**src/rtl/jtsdram_pkg.sv**
```systemverilog
// Shared definitions for the SDRAM bank read/check responder: state codes and
// the test-pattern arithmetic used by both the checker and the pattern writer.
package jtsdram_pkg;

    localparam int KEY_W = 5;
    localparam int PAT_W = 16;

    localparam logic [1:0] ST_IDLE = 2'd0;
    localparam logic [1:0] ST_REQ  = 2'd1;
    localparam logic [1:0] ST_WAIT = 2'd2;
    localparam logic [1:0] ST_DONE = 2'd3;

    // Three full copies of the key plus its MSB fill the 16-bit seed.
    function automatic logic [PAT_W-1:0] key_fold(input logic [KEY_W-1:0] key);
        return {key, key, key, key[KEY_W-1]};
    endfunction

    function automatic logic [PAT_W-1:0] pat_exp(input logic [PAT_W-1:0] pat,
                                                 input logic [PAT_W-1:0] addr16);
        return pat + addr16;
    endfunction

endpackage

```
**src/rtl/jtsdram_chk_pat.sv**
```systemverilog
// Combinational expected-word generator; shared with the pattern programmer so
// written and checked data come from the same arithmetic.
module jtsdram_chk_pat
    import jtsdram_pkg::*;
#(
    parameter int AW = 22
) (
    input  logic [KEY_W-1:0] key_i,
    input  logic [PAT_W-1:0] data_ref_i,
    input  logic [AW-1:0]    addr_i,
    output logic [PAT_W-1:0] exp_o
);

    logic [PAT_W-1:0] pat_w;

    assign pat_w = data_ref_i ^ key_fold(key_i);
    // Narrow address buses are zero-extended, wide ones keep only the low 16 bits.
    assign exp_o = pat_exp(pat_w, PAT_W'(addr_i));

endmodule

```
**config.mk**
```make
export PLATFORM = sky130hd
export DESIGN_NAME = jtsdram_chk_pat
export DESIGN_NICKNAME = d
export VERILOG_FILES = /design/src/rtl/jtsdram_pkg.sv /design/src/rtl/jtsdram_chk_pat.sv
export SDC_FILE = /design/constraint.sdc
export NUM_CORES = 1
export LEC_CHECK = 0
export CAP_MARGIN = 20
export CORE_AREA = 4 4 54 56
export DETAILED_ROUTE_END_ITERATION = 10
export DIE_AREA = 0 0 58 60
export PLACE_DENSITY = 0.82
export SYNTH_ARGS = -nofsm -noshare
export SYNTH_HDL_FRONTEND = slang
export SYNTH_SLANG_ARGS = --single-unit
```
**constraint.sdc**
```tcl
create_clock -name vclk -period 3.3
set_input_delay 0.495 -clock vclk [all_inputs]
set_output_delay 0.495 -clock vclk [all_outputs]
set_load 0.1 [all_outputs]
```
### Word-level counts from Yosys, hierarchy flattened

Cells that the tools add are included.
W data, S select, Z words.

* register bits after elaboration: 0
* bits in latches: 0
* memory bits (writable): 0
* ROM bits: 0
* input bits: 43
* output and inout port bits: 16
* word-level logic and storage cells: 2
* memories: 0

* add/subtract/negate cells: 1
* $mul: 0
* div/mod/pow operators: 0
* order comparisons: 0
* equality and inequality tests: 0
* shifts and indexed selects: 0
* muxes and demuxes: 0
* bitwise operators: 1
* reductions and logical operators: 0

Operators by type and width (count)
* $add A16 B16 Y16: 1
* $xor A16 B16 Y16: 1

### Longest topological paths before layout

* depth after elaboration: 2
* gate-level depth with buffers: 8
* depth with buffers taken out: 8

### Worst setup path before layout

Ideal clock, no wire load.

* kind: in2out
* start point: in key_i[0]
* end point: out exp_o[9]
* data arrival time: 3.424 ns
* data required time: 2.805 ns
* setup slack: -0.619 ns
* cell stages on the path: 7
* cell sequence: xor2_1 -> ha_1 -> a21oi_1 -> o211ai_1 -> a21boi_0 -> o21ai_0 -> xnor2_1

* cells in the longest elaborated chain, start to end: 2

RTL lines
* start, declared: RTL line jtsdram_chk_pat.sv:8 `input logic [KEY_W-1:0] key_i,`
* $xor A16 B16 Y16: RTL line jtsdram_chk_pat.sv:16 `assign pat_w = data_ref_i ^ key_fold(key_i);`
* $add A16 B16 Y16: RTL line jtsdram_pkg.sv:20 `return pat + addr16;`
* end, declared: RTL line jtsdram_chk_pat.sv:11 `output logic [PAT_W-1:0] exp_o`

Every way passes these cells.

### Worst setup path after layout

* start point: in data_ref_i[10]
* end point: out exp_o[14]

* cells in the longest elaborated chain, start to end: 2

RTL lines
* start, declared: RTL line jtsdram_chk_pat.sv:9 `input logic [PAT_W-1:0] data_ref_i,`
* $xor A16 B16 Y16: RTL line jtsdram_chk_pat.sv:16
* $add A16 B16 Y16: RTL line jtsdram_pkg.sv:20

Every way passes these cells.

==> impl_metrics.json <==
{
  "avgSynthCellArea_sq_um": 7.78,
  "drt-initial-drc-count": 44,
  "die_h_microns": 60,
  "synth_top_area_share_pct": 22.2,
  "rows": 18,
  "p_per_area_mw_per_mm2": 604,
  "drt_drc_violations_left": 0,
  "drive_gt1_share_pct": 32.8,
  "cp_max_fo": 7,
  "area_growth_pct": 110,
  "post-dp-hpwl_microns": 2860,
  "num_vias": 1260,
  "synth_cell_types": 34,
  "final_area_sq_mm": 0.00189,
  "final_common_cell": "clkdlybuf4s50_1",
  "instances_no_fill": 222,
  "syn-cell-area_sq_um": 902,
  "grt_pass1_wl_microns": 5380,
  "antenna_left": 0,
  "numPlacedInstances": 215,
  "dr.pass1.iters": 4,
  "critPathLaunchType": "input pin",
  "grt_pass1_vias": 1218,
  "clkbuf_count": 0,
  "tightest_slew_ns": 0.371,
  "die_area_sq_mm": 0.00348,
  "worstPathRequired_ns": 2.80,
  "register_area_sq_um": 0,
  "violations": "negative setup slack",
  "grt-ovfl-total": 0,
  "grt_max_degree": 8,
  "antenna_found_initial": 0,
  "fin_total_pwr_mw": 1.14,
  "peakVddDrop_v": 0.000479,
  "hp-class": "in2out",
  "fmax_mhz": 302,
  "core_sq_mm": 0.00243,
  "synth_area_leader_cell": "ha_1",
  "placed_area_sq_mm": 0.00181,
  "vias_per_cell": 5.68,
  "crit_type": "in2out",
  "slew_headroom_pct": 75.3,
  "slew_violations": 0,
  "setup_ws_ns": -0.00937,
  "wl_per_cell_microns": 17.8,
  "yosysSeqAreaShare_pct": 0,
  "finalCriticalPeriod_ns": 3.31,
  "syn_inst": 116,
  "finalCritPeriodShare_pct": 100,
  "synthesis.nets": 176,
  "worstSetupEndpointType": "output port",
  "place_congestion": 0.819,
  "seq_cell_count": 0,
  "critPathArrivalTime_ns": 2.81,
  "nFillCells": 159,
  "io_pins": 59,
  "layout.nets": 254,
  "whs_ns": 1.64,
  "wl_microns": 3940,
  "io_buffers": 53,
  "start_util_pct": 37.1,
  "die_x_microns": 58,
  "final_cell_mix": "clkdlybuf4s50_1, buf_4, xor2_1",
  "hold_viol": 0,
  "p_leak_nw": 0.879,
  "place_ws_ns": -0.258,
  "diodes": 0,
  "status": "complete, but fails checks",
  "drv_cap": 0,
  "finalSetupViolCount": 1,
  "track_usage_pct": 19.6,
  "netlist_top_cells_area": "ha_1, xor2_1, xnor2_1",
  "yosysWarnings": 0
}
[final cells by class]
cell class / count / area, sq um / share of cell area, %
Timing Repair Buffer: 77 / 855 / 45.1
Tap cell: 30 / 37.5 / 1.98
Inverter: 4 / 15.0 / 0.793
Multi-Input combinational cell: 111 / 986 / 52.1
[worst paths after layout]
| path | startpoint | slack (ns) | endpoint | cells past startpoint |
|---|---|---|---|---|
| setup / recovery | data_ref_i[10] | -0.009 | exp_o[14] | 9 |
| hold / removal | key_i[4] | 1.64 | exp_o[0] | 4 |
[synthesized netlist by cell type]
master      n
a211o_1     1
a211oi_1    1
a211oi_2    2
a21boi_0    1
a21o_1      3
a21oi_1    12
a221o_1     1
a221oi_4    1
a31oi_1     1
and2_1      1
and3_2      1
clkbuf_1    1
fa_1        1
ha_1       16
inv_1       4
mux2i_1     2
nand2_1     7
nand2b_1    1
nand3_1     4
nand3b_1    1
nand4_1     2
nor2_1      5
nor2b_1     1
nor3_1      1
nor4_1      1
nor4b_1     1
o2111ai_1   1
o211ai_1    1
o21a_1      2
o21ai_0     8
o21bai_1    2
o22ai_1     1
xnor2_1     9
xor2_1     19
[logic make-up after synthesis]
kind of cell               Yosys count  synth area share, %
AOI/OAI and AO/OA                   38                 29.5
and+or+nand+nor                     26                 14.6
muxes                                2                 2.22
adders and majority gates           17                 24.4
buffers and inverters                5                 2.08
xor gates and xnor gates            28                 27.2
[per-layer routing]
metal / vias up / part of all wire [%] / GRT usage [%]
li1: 582 / - / -
met1: 594 / 39 / 21.7
met2: 72 / 53 / 41.6
met3: 12 / 6.6 / 0.648
met4: 0 / 1.7 / 1.99
met5: - / 0 / 0
[report_power, final]
part | switching, mW | internal, mW | total [mW]
clock | 0 | 0 | 0
sequential | 0 | 0 | 0
combinational | 0.707 | 0.437 | 1.14
[worst max-delay path, cell delays in order]
cell and delay, ns:
clkdlybuf4s50_1 0.47, xor2_1 0.15, ha_1 0.33, a21oi_1 0.33
a21oi_1 0.15, nor4b_1 0.33, mux2i_1 0.18, o2111ai_2 0.16
buf_12 0.22
[stage by stage]
step           setup TNS (ns)  utilization (%)
2_1_floorplan          -0.156                -
3_3_place_gp            -1.01             74.4
3_5_place_dp            -1.59             74.4
4_1_cts                     0             75.9
5_1_grt               -0.0541             77.8
6_report             -0.00937             77.8
[what timing repair did]
item / CTS / global route
setup buffers: 2 / 5
hold buffers: 0 / 0
gates resized for setup: 19 / 7
endpoints found under the setup margin: 9 / 8
pin swaps: 14 / 14
Power figures use the tool's default switching activity.
